## src/rtl/adc_spi_init.sv

```systemverilog
// adc_spi_init
//   Writes a table of NUM_REGS configuration words to an ADC over a
//   write-only SPI link once the MMCM has held lock for LOCK_WAIT cycles.
//   Words come from an external synchronous ROM and are shifted out MSB first.
//
// Ports
//   sys_clk    : sole clock, all logic on its rising edge
//   sys_rst    : synchronous active-high reset
//   locked     : MMCM lock status (sys_clk domain)
//   start      : one-cycle pulse, re-runs the table from DONE, clears err in IDLE
//   cfg_addr   : table index to the config ROM
//   cfg_data   : ROM word, valid one cycle after cfg_addr changes
//   spi_csn    : ADC chip select, active low
//   spi_sclk   : SPI clock, idles low, ADC samples on its rising edge
//   spi_sdata  : SPI data, changes only on spi_sclk falling, 0 while deselected
//   busy       : lock qualification through the gap after the last word
//   init_done  : all words sent; cleared by a new run or lock loss
//   err        : sticky flag, lock lost while a run was transferring
module adc_spi_init #(
    parameter int WORD_W    = 24,
    parameter int NUM_REGS  = 8,
    parameter int SCLK_DIV  = 2,
    parameter int LOCK_WAIT = 1024,
    parameter int CS_GAP    = 4,
    localparam int AW       = (NUM_REGS > 1) ? $clog2(NUM_REGS) : 1
) (
    input  logic              sys_clk,
    input  logic              sys_rst,
    input  logic              locked,
    input  logic              start,
    output logic [AW-1:0]     cfg_addr,
    input  logic [WORD_W-1:0] cfg_data,
    output logic              spi_csn,
    output logic              spi_sclk,
    output logic              spi_sdata,
    output logic              busy,
    output logic              init_done,
    output logic              err
);

    localparam int LW   = $clog2(LOCK_WAIT + 1);
    localparam int PMAX = (SCLK_DIV > CS_GAP) ? SCLK_DIV : CS_GAP;
    localparam int PW   = $clog2(PMAX + 1);
    localparam int BW   = $clog2(WORD_W + 1);

    localparam logic [LW-1:0] LOCK_LAST = LW'(LOCK_WAIT - 1);
    localparam logic [PW-1:0] DIV_LAST  = PW'(SCLK_DIV - 1);
    localparam logic [PW-1:0] GAP_LAST  = PW'(CS_GAP - 1);
    localparam logic [BW-1:0] BIT_LAST  = BW'(WORD_W - 1);
    localparam logic [AW-1:0] ADDR_LAST = AW'(NUM_REGS - 1);

    typedef enum logic [2:0] {
        IDLE, WAIT_LOCK, FETCH, SHIFT, TAIL, GAP, DONE
    } state_t;

    state_t            state;
    logic [LW-1:0]     lock_cnt;
    logic [PW-1:0]     ph_cnt;     // shared by ROM wait, SCLK half-period, TAIL and GAP
    logic [BW-1:0]     bit_cnt;
    logic [WORD_W-1:0] shreg;      // MSB is always the bit currently on spi_sdata

    always_ff @(posedge sys_clk) begin
        if (sys_rst) begin
            state     <= IDLE;
            lock_cnt  <= '0;
            ph_cnt    <= '0;
            bit_cnt   <= '0;
            cfg_addr  <= '0;
            spi_csn   <= 1'b1;
            spi_sclk  <= 1'b0;
            spi_sdata <= 1'b0;
            busy      <= 1'b0;
            init_done <= 1'b0;
            err       <= 1'b0;
        end else if ((state inside {FETCH, SHIFT, TAIL, GAP}) && !locked) begin
            // Lock lost mid-run: drop the frame and requalify from entry 0.
            state     <= WAIT_LOCK;
            lock_cnt  <= '0;
            ph_cnt    <= '0;
            bit_cnt   <= '0;
            cfg_addr  <= '0;
            spi_csn   <= 1'b1;
            spi_sclk  <= 1'b0;
            spi_sdata <= 1'b0;
            err       <= 1'b1;
        end else begin
            case (state)
                IDLE: begin
                    if (start)
                        err <= 1'b0;
                    if (locked) begin
                        state    <= WAIT_LOCK;
                        lock_cnt <= '0;
                        busy     <= 1'b1;
                    end
                end

                WAIT_LOCK: begin
                    if (!locked) begin
                        lock_cnt <= '0;
                    end else if (lock_cnt == LOCK_LAST) begin
                        state    <= FETCH;
                        cfg_addr <= '0;
                        ph_cnt   <= '0;
                    end else begin
                        lock_cnt <= lock_cnt + 1'b1;
                    end
                end

                // First cycle lets the ROM register the new address, second captures.
                FETCH: begin
                    if (ph_cnt == '0) begin
                        ph_cnt <= PW'(1);
                    end else begin
                        state     <= SHIFT;
                        shreg     <= cfg_data;
                        spi_sdata <= cfg_data[WORD_W-1];
                        spi_csn   <= 1'b0;
                        spi_sclk  <= 1'b0;
                        ph_cnt    <= '0;
                        bit_cnt   <= '0;
                    end
                end

                SHIFT: begin
                    if (ph_cnt != DIV_LAST) begin
                        ph_cnt <= ph_cnt + 1'b1;
                    end else begin
                        ph_cnt <= '0;
                        if (!spi_sclk) begin
                            spi_sclk <= 1'b1;
                        end else begin
                            spi_sclk <= 1'b0;
                            if (bit_cnt == BIT_LAST) begin
                                state <= TAIL;
                            end else begin
                                bit_cnt   <= bit_cnt + 1'b1;
                                shreg     <= {shreg[WORD_W-2:0], 1'b0};
                                spi_sdata <= shreg[WORD_W-2];
                            end
                        end
                    end
                end

                TAIL: begin
                    if (ph_cnt != DIV_LAST) begin
                        ph_cnt <= ph_cnt + 1'b1;
                    end else begin
                        ph_cnt    <= '0;
                        spi_csn   <= 1'b1;
                        spi_sdata <= 1'b0;
                        state     <= GAP;
                    end
                end

                GAP: begin
                    if (ph_cnt != GAP_LAST) begin
                        ph_cnt <= ph_cnt + 1'b1;
                    end else begin
                        ph_cnt <= '0;
                        if (cfg_addr == ADDR_LAST) begin
                            state     <= DONE;
                            busy      <= 1'b0;
                            init_done <= 1'b1;
                        end else begin
                            cfg_addr <= cfg_addr + 1'b1;
                            state    <= FETCH;
                        end
                    end
                end

                DONE: begin
                    // Lock loss re-initialises automatically and keeps err as is.
                    if (!locked) begin
                        state     <= WAIT_LOCK;
                        lock_cnt  <= '0;
                        busy      <= 1'b1;
                        init_done <= 1'b0;
                    end else if (start) begin
                        state     <= WAIT_LOCK;
                        lock_cnt  <= '0;
                        busy      <= 1'b1;
                        init_done <= 1'b0;
                        err       <= 1'b0;
                    end
                end

                default: state <= IDLE;
            endcase
        end
    end

endmodule

```

## config.mk

```make
export PLATFORM = sky130hd
export DESIGN_NAME = adc_spi_init
export DESIGN_NICKNAME = d
export VERILOG_FILES = /design/src/rtl/adc_spi_init.sv
export SDC_FILE = /design/constraint.sdc
export NUM_CORES = 1
export LEC_CHECK = 0
export CAP_MARGIN = 10
export CORE_MARGIN = 3
export CORE_UTILIZATION = 50
export DETAILED_ROUTE_END_ITERATION = 8
export PLACE_DENSITY_LB_ADDON = 0.3
export SLEW_MARGIN = 10
export SYNTH_ARGS = -nofsm -noshare
export SYNTH_HDL_FRONTEND = slang
export SYNTH_SLANG_ARGS = --single-unit
```

## constraint.sdc

```tcl
create_clock -name sys_clk -period 6.9 [get_ports sys_clk]
set_input_delay 1.38 -clock sys_clk [delete_from_list [all_inputs] [get_ports sys_clk]]
set_output_delay 1.38 -clock sys_clk [all_outputs]
set_load 0.03 [all_outputs]
```

======== After elaboration in Yosys (flattened, before gate mapping) ========
Index checks and enable logic that the tools add are counted.
storage, ports and cells
  logic and storage cells ................. 150
  output and inout bits ................... 9
  register bits after elaboration ......... 54
cells by class
  reduce and logical (&&, ||, !) cells .... 29
  multiplexer cells ....................... 66
  bitwise gates (word level) .............. 2
  eq/ne operators ......................... 36
  add/sub/neg operators ................... 4
operators by type and width
  cell                                                                number
  23-bit two-way mux                                                  4
  11-bit two-way mux                                                  5
  3-bit two-way mux                                                   18
  23-bit one-hot mux with 2 select lines                              1
  11-bit one-hot mux with 3 select lines                              1
  3-bit inequality test (second input constant)                       10
  1-bit two-way mux                                                   23
  3-bit one-hot mux with 7 select lines                               1
  5-bit two-way mux                                                   4
  2-bit inequality test (second input constant)                       10
  10-bit AND reduction                                                2
  5-bit AND reduction                                                 3
  3-bit == test (second input constant)                               4
  3-bit one-hot mux with 4 select lines                               1
  6-bit AND reduction                                                 2
  3-bit nonzero test                                                  4
  11-bit by 1-bit adder with 11-bit output (second input constant)    1
  11-bit by 10-bit == test with 1-bit output (second input constant)  1
  5-bit one-hot mux with 2 select lines                               1
  3-bit AND reduction                                                 3
  1-bit one-hot mux with 2 select lines                               4
  2-bit nonzero test                                                  4
  4-bit nonzero test                                                  2
  7-bit AND reduction                                                 1
  other kinds (18)                                                    27

======== Logic depth before layout (Yosys ltp) ========
  depth after elaboration ................. 6
  mapped depth ............................ 7

======== Worst setup path after synthesis ========
OpenSTA, ideal clock, no wires.
  path kind ............................... input to register
  start ................................... in locked
  end ..................................... reg shreg[0], enable pin
  arrival time ............................ 2.836 ns
  cell stages on the path ................. 4
  buffers on the path ..................... 1
  setup time .............................. 0.403 ns
  path slack .............................. 3.662 ns
  cell sequence ........................... inv_1 a21o_1 buf_2 nor2_1
on the way
  word-level cells in the longest chain between the ends .. 4
ends and longest elaborated chain
  element                               line  RTL
  from (decl)                           29    input logic locked,
  1-bit zero test                       -
  1-bit logical AND                     75    end else if ((state inside {FETCH, SHIFT, TAIL, GAP}) && !locked) begin
  1-bit inverter (no source line)       -
  7-bit AND reduction (no source line)  -
  to (signal assigned)                  116   shreg <= cfg_data;
  to (signal assigned)                  138   shreg <= {shreg[WORD_W-2:0], 1'b0};
  to (decl)                             60    logic [WORD_W-1:0] shreg;
No other way between the ends.
A chain may end at the register's enable or synchronous reset.

======== Worst setup path in the final report ========
  start ................................... in locked
  end ..................................... reg lock_cnt[8]
on the way
  word-level cells in the longest chain between the ends .. 3
  elaborated cells on any way between the ends .. 10
  classes of those cells .................. eq/ne (3); mux (3); reduce/logical (4)
ends and longest elaborated chain
  element                                                                      line  RTL
  parallel branches: the longest is 3 deep, another holds 4-bit AND reduction  -
  to (signal assigned)                                                         106   lock_cnt <= lock_cnt + 1'b1;
  to (decl)                                                                    57    logic [LW-1:0] lock_cnt;
Parallel ways; which one is timed is not known.

==> impl_metrics.yaml <==
status:
  status: "finished, final reports clean"
worst_setup_path:
  r2r_end: "shreg[13]$_DFFE_PP_"
  cp.buffers_inverters: 1
  required_ns: 7.12
  path_cells: "clkdlybuf4s50_1 > nand2b_1 > a32oi_1 > o21ai_1 > a211oi_2"
  path_class: "in -> reg"
  cpMaxStageDelayCell: "a32oi_1"
  max_stage_delay_ns: 0.92
  rr_startpoint: "state[2]$_SDFFE_PP0P_"
  startpoint_type: "input pin"
  cp_top_family: "compound AO/OA/AOI/OAI gates"
  worst_ep_arrival_time_ns: 3.96
  rrSetupSlack_ns: 3.79
  rr_worst_depth: 4
  crit_fanout: 16
  crit_path_end_kind: "flip-flop"
timing:
  timing.fmax_mhz: 267
  setup_tns_ns: 0
  fin_ws_ns: 3.16
  fin_crit_sh_pct: 54.2
  rsz0062_at_grt: "false"
  skew_ns: 0.0135
  slew_violations: 0
  worstMarginPinSlew_ns: 1.10
  max_slew_margin_pct: 26.9
  final.min_clock_period_ns: 3.74
  setup_violations: 0
  timing.final.hold_violations: 0
detailed_routing:
  initialDrtViolationCount: 202
  dr_total_vias: 2510
  avgViaCountPerCell: 5.68
  wl_per_cell_um: 14.3
  drt_pass1_iterations: 4
  route.detailed.drc: 0
  ant_nets: 0
  totalWireLength_um: 6320
global_routing:
  grtUsageTotal_pct: 20.3
  gr-total-overflow: 0
  grt_max_degree: 29
  grt_pass1_vias: 2407
  antenna_found_initial: 0
  grt_pass1_wl_um: 10800
logic_synthesis:
  synth_top_area_cell: "edfxtp_1"
  yosysSeqAreaShare_pct: 44.5
  synth_fp_nets: 379
  yosysWarnings: 0
  synthArstFlopShare_pct: 0
  yosysTopAreaCellShare_pct: 23.5
  avgSynthCellArea_um2: 8.61
  synthCells: 342
  synth_cell_type_count: 63
  synthFlopType: "dfxtp_1"
  synth_edf_count: 23
  syn_area_um2: 2940
  synth_seq_cells: 54
  synth.area.top_cells: "edfxtp_1, dfxtp_1, nand2_1"
placed_design:
  dpl.hpwl_um: 4440
  placed_area_um2: 3310
  io_buffers: 36
  dp.cells: 434
  gp_congestion: 0.881
  place_ws_ns: 2.82
clocking:
  cts.sinks: 54
  clk_pin_slew_worst_paths_ns: 0.10
  h-tree-depth: 2
  hold_buffers: 0
  cts_tree: "yes"
  numCtsBuffers: 5
  clock_path_buffers: 2
  clk_latency_ns: 0.31
  post-cts-setup-buffers: 0
  cts_resized: 0
  clock-root-buffer: "clkbuf_8"
power:
  p_switching_mw: 0.135
  leakage_nw: 1.25
  p_sw_share_pct: 22.4
  intPower_mw: 0.469
  combPwrFrac_pct: 7.8
  ir_drop_v: 0.000104
  powerDensity_nw_per_um2: 176
  power_frac_clock_pct: 36.4
  pwr-share-seq_pct: 55.9
final_layout:
  layout.cells.most_common: "nand2_1"
  fill_cells: 498
  antenna-diode-count: 0
  drive_gt1_share_pct: 6.22
  areaGrowthSynthToFinish_pct: 16.4
  final_cell_mix: "nand2_1, clkdlybuf4s50_1, dfxtp_1"
  nets: 406
  final_cells: 442
  final_area_um2: 3430
min_path:
  hold_depth: 2
  min_path_type: "reg -> reg"
  holdPathEnd: "bit_cnt[1]$_SDFFE_PP0P_"
  worstHoldStart: "bit_cnt[1]$_SDFFE_PP0P_"
die:
  start_util_pct: 52.5
  dieArea_um2: 6850
  core_um2: 5610
  dieWidth_um: 82.7
  rows: 27
  dieHeight_um: 82.7
  ios: 37
run:
  maxCapViolCount: 0
## cell families after synthesis
| family | share of synthesized area, % |
|---|---|
| multiplexers | 0.340 |
| buffers and inverters | 4.50 |
| XOR/XNOR | 2.68 |
| flip-flops | 44.5 |
| AO/OA/AOI/OAI | 14.7 |
| AND/OR/NAND/NOR | 29.5 |
| adder cells (fa/ha/maj) | 3.82 |
## per-layer routing
metal	share of wire (%)	global-route usage [%]	vias to the layer above
li1	-	-	1263
met1	45	26.4	1186
met2	49	34.2	56
met3	4.7	3.58	5
met4	1.1	6.37	0
met5	0	0	-
## layout make-up
cell class / instances / area [um^2] / share of cell area (%)
Tap cell: 72 / 90.1 / 2.63
Multi-Input combinational cell: 260 / 1500 / 43.9
Clock buffer: 5 / 68.8 / 2.01
Inverter: 12 / 45.0 / 1.31
Sequential cell: 54 / 1310 / 38.3
Timing Repair Buffer: 36 / 360 / 10.5
Clock inverter: 3 / 47.5 / 1.39
## worst reg2reg max path, cell delays in order, from the launching register on
cell	delay (ns)
dfxtp_1	0.84
nand2b_1	0.41
nand2_2	0.16
a21o_1	0.40
nor2_2	0.93
## synthesized netlist by cell type, types with 2 or more instances
cell      instances
nor4_1            3
a21oi_1          17
buf_4             2
or3_1             2
and3_1            2
ha_1              9
buf_2             4
nand3b_1          3
nor2_1           24
nor3_1           13
or2_2             3
nand2b_1          8
o21ai_0          15
xnor2_1           9
and2_1            2
nand4_1           5
nand3_1          12
o22ai_1           3
inv_1            12
dfxtp_1          31
buf_6             2
nand2_1          82
nor2b_1           3
a31oi_1           6
edfxtp_1         23
o211ai_1          2
a32oi_1           2
clkbuf_1          8
## flip-flops by register name, summed over array words and instances, names as in the netlist
| register | count |
|---|---|
| bit_cnt | 5 |
| busy | 1 |
| cfg_addr | 3 |
| err | 1 |
| init_done | 1 |
| lock_cnt | 11 |
| ph_cnt | 3 |
| shreg | 23 |
| spi_csn | 1 |
| spi_sclk | 1 |
| spi_sdata | 1 |
| state | 3 |
## worst max path at each step
stage / start / endpoint / slack [ns] / cells after the start
detailed placement: locked / shreg[10]$_DFFE_PP_ / 2.82 / 4
finish: locked / lock_cnt[8]$_SDFFE_PP0P_ / 3.16 / 5
floorplan: locked / shreg[0]$_SDFFCE_PP0P_ / 3.66 / 4
global route: locked / lock_cnt[8]$_SDFFE_PP0P_ / 2.82 / 5
global placement: locked / shreg[11]$_DFFE_PP_ / 2.88 / 4
CTS: locked / shreg[19]$_DFFE_PP_ / 3.14 / 4
## power groups by stage
| stage | Clock, mW | Sequential (mW) | Combinational, mW |
|---|---|---|---|
| 2_1_floorplan | 0 | 0.345 | 0.0251 |
| 4_1_cts | 0.225 | 0.338 | 0.0471 |
| 3_5_place_dp | 0 | 0.345 | 0.0469 |
| 5_1_grt | 0.237 | 0.339 | 0.0519 |
| 6_report | 0.220 | 0.338 | 0.0469 |
| 3_3_place_gp | 0 | 0.345 | 0.0462 |
## per-stage QoR
stage / utilization, % / hold WS [ns] / power, mW
floorplan: - / 0.463 / 0.370
global placement: 59.0 / 0.484 / 0.391
detailed placement: 59.0 / 0.489 / 0.392
CTS: 61.1 / 0.503 / 0.610
global route: 61.1 / 0.520 / 0.627
finish: 61.1 / 0.501 / 0.605
(Power assumes the default switching activity.)
